==> config.mk <==
export PLATFORM = sky130hd
export DESIGN_NAME = fifo_rd_fwft
export DESIGN_NICKNAME = d
export VERILOG_FILES = /design/src/rtl/fifo_pkg.sv /design/src/rtl/fwft_skid2.sv /design/src/rtl/fifo_rd_fwft.sv
export SDC_FILE = /design/constraint.sdc
export NUM_CORES = 1
export LEC_CHECK = 0
export CORE_ASPECT_RATIO = 1.5
export CORE_MARGIN = 4
export CORE_UTILIZATION = 26
export DETAILED_ROUTE_END_ITERATION = 10
export SETUP_SLACK_MARGIN = 0.02
export SLEW_MARGIN = 0
export SYNTH_ARGS = -nofsm -noshare
export SYNTH_HDL_FRONTEND = slang
export SYNTH_SLANG_ARGS = --single-unit
==> constraint.sdc <==
create_clock -name rclk -period 2.65 [get_ports rclk]
set_clock_uncertainty 0.2 [all_clocks]
set_input_delay 0.265 -clock rclk [delete_from_list [all_inputs] [get_ports rclk]]
set_output_delay 0.265 -clock rclk [all_outputs]
set_load 0.05 [all_outputs]
==> src/rtl/fifo_pkg.sv <==
// Shared constants for the asynchronous pixel FIFO read-side stages.
// Default word and counter widths, plus the depth of the FWFT output buffer.
package fifo_pkg;
    localparam int DATA_WIDTH = 16;
    localparam int CNT_WIDTH  = 16;
    localparam int FWFT_DEPTH = 2;
    localparam int OCC_W      = $clog2(FWFT_DEPTH + 1);
endpackage

==> src/rtl/fwft_skid2.sv <==
// Purpose: 2-entry head/tail word buffer with simultaneous push and pop, strict FIFO order.
// Latency: a push lands in head (if empty after pop) or tail on the next rclk edge.
// Backpressure: none internally; the caller must never push into a full buffer.
module fwft_skid2
    import fifo_pkg::*;
#(
    parameter int data_width = DATA_WIDTH
) (
    input  logic                  rclk,
    input  logic                  rrst_n,
    input  logic                  push,
    input  logic [data_width-1:0] push_dat,
    input  logic                  pop,
    output logic [OCC_W-1:0]      occ,
    output logic [data_width-1:0] head
);

    logic [OCC_W-1:0]      occ_q, occ_d, occ_after_pop;
    logic [data_width-1:0] head_q, head_d;
    logic [data_width-1:0] tail_q, tail_d;

    always_comb begin
        occ_d  = occ_q;
        head_d = head_q;
        tail_d = tail_q;

        occ_after_pop = occ_q - OCC_W'(pop);

        if (pop && (occ_q == OCC_W'(FWFT_DEPTH))) begin
            head_d = tail_q;
        end

        // Push lands behind whatever is still held after this cycle's pop.
        if (push) begin
            if (occ_after_pop == '0) begin
                head_d = push_dat;
            end else begin
                tail_d = push_dat;
            end
        end

        occ_d = occ_after_pop + OCC_W'(push);
    end

    always_ff @(posedge rclk or negedge rrst_n) begin
        if (!rrst_n) begin
            occ_q  <= '0;
            head_q <= '0;
            tail_q <= '0;
        end else begin
            occ_q  <= occ_d;
            head_q <= head_d;
            tail_q <= tail_d;
        end
    end

    assign occ  = occ_q;
    assign head = head_q;

endmodule

==> src/rtl/fifo_rd_fwft.sv <==
// Purpose: turn pop-style FIFO reads into a first-word-fall-through valid/ready stream; optional delivered-word counter under FIFO_RD_CNT_EN.
// Latency: rempty low in cycle T gives rinc in T, data in T+1, out_valid from T+2; one word/cycle sustained.
// Backpressure: rinc issued only while stored + in-flight words after this pop stay below 2; out_valid/out_data hold while out_ready is low.
module fifo_rd_fwft
    import fifo_pkg::*;
#(
    parameter int data_width = DATA_WIDTH
`ifdef FIFO_RD_CNT_EN
    ,
    parameter int cnt_width  = CNT_WIDTH
`endif
) (
    input  logic                  rclk,
    input  logic                  rrst_n,
    input  logic                  rempty,
    output logic                  rinc,
    input  logic [data_width-1:0] rd_data,
    output logic                  out_valid,
    input  logic                  out_ready,
    output logic [data_width-1:0] out_data
`ifdef FIFO_RD_CNT_EN
    ,
    output logic [cnt_width-1:0]  out_count
`endif
);

    logic             inflight_q, inflight_d;
    logic [OCC_W-1:0] occ;
    logic [OCC_W-1:0] level;
    logic             pop;

    assign out_valid = (occ != '0);
    assign pop       = out_valid & out_ready;

    // Credit check: words held or due after this cycle's pop must leave room for one more.
    // Gated by rrst_n so no pop is requested while the pointers are held in reset.
    always_comb begin
        level      = occ + OCC_W'(inflight_q) - OCC_W'(pop);
        rinc       = rrst_n & ~rempty & (level < OCC_W'(FWFT_DEPTH));
        inflight_d = rinc;
    end

    always_ff @(posedge rclk or negedge rrst_n) begin
        if (!rrst_n) begin
            inflight_q <= 1'b0;
        end else begin
            inflight_q <= inflight_d;
        end
    end

    fwft_skid2 #(
        .data_width (data_width)
    ) u_buf (
        .rclk     (rclk),
        .rrst_n   (rrst_n),
        .push     (inflight_q),
        .push_dat (rd_data),
        .pop      (pop),
        .occ      (occ),
        .head     (out_data)
    );

`ifdef FIFO_RD_CNT_EN
    logic [cnt_width-1:0] cnt_q, cnt_d;

    always_comb begin
        cnt_d = cnt_q + cnt_width'(pop);
    end

    always_ff @(posedge rclk or negedge rrst_n) begin
        if (!rrst_n) begin
            cnt_q <= '0;
        end else begin
            cnt_q <= cnt_d;
        end
    end

    assign out_count = cnt_q;
`endif

endmodule

**Word-level counts from Yosys, hierarchy flattened**

Cells that the tools add are included.

- Word-level logic and storage cells: 22
- Bits of input ports: 20
- Output and inout bits: 18
- Register bits after elaboration: 35

- Reductions and logical operators: 4
- Mux-type cells: 3
- Bitwise operators: 5
- Eq/ne operators: 1
- Order comparisons: 1
- Add/subtract/negate cells: 4

Operators by type and width:

| cell | count |
|---|---|
| $mux W16 | 3 |
| $add A2 B1 Y2 | 2 |
| $sub A2 B1 Y2 | 2 |
| $and A1 B1 Y1 | 3 |
| $eq A2 B2 Y1 const B | 1 |
| $logic_not A2 Y1 | 1 |
| $lt A2 B2 Y1 const B | 1 |
| $not A1 Y1 | 2 |
| $reduce_and A2 Y1 | 1 |
| $reduce_bool A2 Y1 | 1 |
| $logic_and A1 B1 Y1 | 1 |

**Depth between registers and ports, before layout**

- Word-level depth: 6
- Gate-level depth with buffers: 9
- Gate-level depth less buffers: 8

**Modules after synthesis**

From an unflattened synthesis, not the netlist that was laid out.

- Cells, all modules: 103
- Area total of the unflattened synthesis: 1675.4 um^2

Modules (own cells, without submodules):

| module | times used | area each (um^2) | cells each | seq. area each (um^2) |
|---|---|---|---|---|
| fwft_skid2 | 1 | 1585.3 | 94 | 850.8 |
| fifo_rd_fwft | 1 | 90.1 | 9 | 25.0 |

**Worst setup path after synthesis**

Ideal clock, no wire load.

- Kind: register to output
- Start: reg u_buf.occ_q[1], in the netlist u_buf.occ[1]
- End: out rinc
- Cell stages (with the launch flop): 10
- Setup slack: -0.919 ns
- Buffers on the path: 1
- Data required time: 2.185 ns
- Arrival time: 3.104 ns
- Cell sequence: dfrtp_1 -> buf_6 -> or2_2 -> and2_1 -> ha_1 -> inv_1 -> ha_1 -> xnor2_1 -> xnor2_1 -> nor3b_1

- Longest elaborated chain between the ends: 5
- Elaborated cells on any way between the ends: 6
- Classes of those cells: add/sub (2); order compare (1); bitwise (2); reduce/logical (1)

RTL lines:

| what | RTL line | RTL |
|---|---|---|
| start: declaration | fwft_skid2.sv:18 | `logic [OCC_W-1:0] occ_q, occ_d, occ_after_pop;` |
| start signal: assignment | fwft_skid2.sv:47 | `occ_q <= '0;` |
| start signal: assignment | fwft_skid2.sv:51 | `occ_q <= occ_d;` |
| $reduce_bool A2 Y1 | fifo_rd_fwft.sv:32 | `assign out_valid = (occ != '0);` |
| via out_valid | fifo_rd_fwft.sv:18 | `output logic out_valid,` |
| $and A1 B1 Y1 | fifo_rd_fwft.sv:33 | `assign pop = out_valid & out_ready;` |
| $sub A2 B1 Y2 | fifo_rd_fwft.sv:38 | `level = occ + OCC_W'(inflight_q) - OCC_W'(pop);` |
| $lt A2 B2 Y1 | fifo_rd_fwft.sv:39 | `rinc = rrst_n & ~rempty & (level < OCC_W'(FWFT_DEPTH));` |
| $and A1 B1 Y1 | fifo_rd_fwft.sv:39 |  |
| end: declaration | fifo_rd_fwft.sv:16 | `output logic rinc,` |

The timed path passes the listed nets, and every way through them passes these cells.

**Worst setup path after layout**

- Start: reg u_buf.occ_q[1], in the netlist u_buf.occ[1]
- End: out rinc

- Longest elaborated chain between the ends: 5
- Elaborated cells on any way between the ends: 6
- Classes of those cells: add/sub (2); order compare (1); bitwise (2); reduce/logical (1)

RTL lines:

| what | RTL line |
|---|---|
| parallel branches: the longest is 2 deep, another holds $add A2 B1 Y2 | n/a |
| $sub A2 B1 Y2 * | fifo_rd_fwft.sv:38 |
| $lt A2 B2 Y1 * | fifo_rd_fwft.sv:39 |
| $and A1 B1 Y1 * | fifo_rd_fwft.sv:39 |

Every way passes the cells marked *.

==> impl_metrics.py <==
metrics = {
    "die": {
        "io_pins": 38,
        "die-area_um2": 7350,
        "start_util": 0.269,
        "core_um2": 5830,
        "core.rowCount": 34,
        "die_w_um": 71.4,
        "die_h_um": 103,
    },
    "cells_and_area": {
        "nets": 204,
        "layout-drive-gt1-share": 0.246,
        "area_delta_synth_final_pct": 41.6,
        "instances_no_fill": 255,
        "final_cell_mix": "dfrtp_1, clkdlybuf4s50_1, nand2_1",
        "n_antenna_cell": 0,
    },
    "flow_run": {
        "cap_violations": 0,
    },
    "timing": {
        "tightest_slew_ns": 0.498,
        "max_clock_freq_ghz": 0.374,
        "min_period_ns": 2.68,
        "fin_crit_sh": 1.01,
        "slew_viol_final": 0,
        "fin_ws_ns": -0.0270,
        "max_slew_margin": 0.667,
        "tns_ns": -0.0270,
        "grt_setup_unrepaired": "true",
        "setup_violations": 1,
        "hold_viol": 0,
    },
    "power_and_ir_drop": {
        "p_per_area_nw_per_um2": 1350,
        "p_leak_nw": 0.985,
        "p_total_mw": 2.99,
        "ir_drop_mv": 0.432,
    },
    "critical_path": {
        "critPathMaxStageDelay_ns": 0.38,
        "cpMostUsedCell": "ha_4",
        "worstSetupStartpointType": "flip-flop",
        "rr_endpoint": "u_buf.tail_q[4]$_DFFE_PN0P_",
        "critPathKind": "reg2out",
        "crit_arrival_ns": 2.21,
        "endpoint": "rinc",
        "timing.rr.start": "u_buf.occ[1]$_DFF_PN0_",
        "crit_start": "u_buf.occ[1]$_DFF_PN0_",
        "cp_max_fo": 2,
        "crit_path_cell_trace": "or2_4 -> and2_4 -> ha_4 -> inv_4 -> ha_4 -> xnor2_4 -> xnor2_2 -> nor3b_4 -> buf_12",
        "reg2reg_depth": 8,
        "crit_path_end_kind": "output port",
        "rrSetupSlack_ns": 0.46,
        "critPathSlowestCell": "dfrtp_1",
        "cp.required_ns": 2.18,
    },
    "place": {
        "placed_cells": 243,
        "hpwl_um": 2290,
        "gp_congestion": 0.707,
        "numPortBuffers": 37,
    },
    "logic_synthesis": {
        "syn_inst": 136,
        "synth_area_um2": 1570,
        "synth.net_count": 158,
        "ys.warnings.count": 0,
        "synth_cell_types": 20,
        "synth_seq_cells": 35,
        "yosysSeqAreaShare": 0.560,
        "syn_area_per_cell_um2": 11.5,
    },
    "drt": {
        "routedWlPerCell_um": 13.4,
        "routed_via_density": 4.38,
        "wirelength_um": 3420,
        "drtAntennaViolNets": 0,
        "drc": 0,
        "route.vias.total": 1117,
        "drtIter0Drc": 41,
        "drt-pass1-iter-count": 4,
    },
    "min_path": {
        "hold_depth": 1,
        "min_path_type": "reg2reg",
    },
    "global_routing": {
        "grt_usage": 0.102,
        "grt_max_degree": 36,
        "grt_overflow": 0,
        "grt_pass1_vias": 1163,
        "grt_pass1_wl_um": 5760,
        "antenna_found_initial": 0,
    },
    "clock_tree": {
        "clockBufferDepth": 2,
        "cts_htree_levels": 2,
        "cts_buffers": 5,
        "cts_tree": "done",
        "clock_latency_ns": 0.28,
        "clk_pin_slew_ns": 0.07,
        "clkSinkCount": 35,
        "clockRootBuffer": "clkbuf_8",
    },
    "run_status": {
        "outcome": "finished, violations left",
        "violations": "setup timing",
    },
}
metal layers:
metal  up-vias  GRT usage  share of wire
met5         -          0              0
met4         0     0.0391          0.015
met3         5     0.0322          0.064
met2        32      0.171           0.49
met1       533      0.123           0.43
li1        547          -              -
worst max-delay path: cells and delay by family (launching register included):
family	cells	cell delay, ns
xor+xnor	2	0.27
fa+ha+maj	2	0.43
simple gates	3	0.63
flops	1	0.38
buf+inv	2	0.21
sequential cells by signal, summed over array words and instances, names as in the netlist:
signal and cells:
u_buf.tail_q 16, inflight_q 1, u_buf.occ 2, u_buf.head 16
final cells by class:
type	instances	area, um^2
fillers	577	3610
flip-flops and latches	35	876
multi-input cells	91	672
repair buffers	47	465
clock buffers	7	96.3
well taps	72	90.1
inverters	2	10.0
clock inverters	1	7.51
through the flow:
step / hold slack [ns] / utilization / setup WS, ns / instance area [um^2]
detailed placement: 0.194 / 0.355 / 0.0760 / 2070
global route: 0.323 / 0.380 / -0.116 / 2220
floorplan: -0.231 / - / -0.0492 / 1620
global placement: 0.211 / 0.355 / 0.0851 / 2070
CTS: 0.310 / 0.378 / -0.0585 / 2210
finish: 0.308 / 0.380 / -0.0270 / 2220
what timing repair did:
action	in CTS	in global routing
buffers inserted	3	0
resized for setup	0	1
hold buffers	1	0
hold endpoints to repair	35	0
pin swaps	5	0
cloned	0	0
setup endpoints to repair	1	1
how the worst min path moves through the flow:
| stage | from | to | slack, ns |
|---|---|---|---|
| after floorplan | rrst_n | inflight_q$_DFF_PN0_ | -0.23 |
| after global placement | rrst_n | u_buf.tail_q[10]$_DFFE_PN0P_ | 0.21 |
| after detailed placement | rrst_n | u_buf.head[12]$_DFF_PN0_ | 0.19 |
| after CTS | u_buf.tail_q[4]$_DFFE_PN0P_ | u_buf.tail_q[4]$_DFFE_PN0P_ | 0.31 |
| after global routing | u_buf.tail_q[11]$_DFFE_PN0P_ | u_buf.tail_q[11]$_DFFE_PN0P_ | 0.32 |
| final | u_buf.tail_q[4]$_DFFE_PN0P_ | u_buf.tail_q[4]$_DFFE_PN0P_ | 0.31 |
cells by family (layout without fill, tap and decap cells):
kind of cell    Yosys count  in the layout  synth area share
mux                      16             16             0.139
xor+xnor                  2              2            0.0112
flops                    35             35             0.560
compound gates           17             17            0.0743
buf+inv                  10             57            0.0544
fa+ha+maj                 2              2            0.0160
simple gates             54             54             0.145
report_power, final:
group | total, mW | switching [mW] | internal [mW]
clock network | 0.435 | 0.199 | 0.237
registers | 0.944 | 0.139 | 0.805
logic | 1.61 | 0.884 | 0.731
cells in the mapped netlist (all sizes together):
cell type,number,area [um^2]
dfrtp,35,876
nand2,32,120
a31oi,16,100
mux2,16,218
nor2,16,60.1
buf,8,77.6
ha,2,25.0
inv,2,7.51
nand3b,2,18.8
xnor2,2,17.5
and2,1,6.26
and3b,1,8.76
nor3b,1,7.51
o21ai,1,16.3
or2,1,6.26
(Power assumes the default switching activity.)
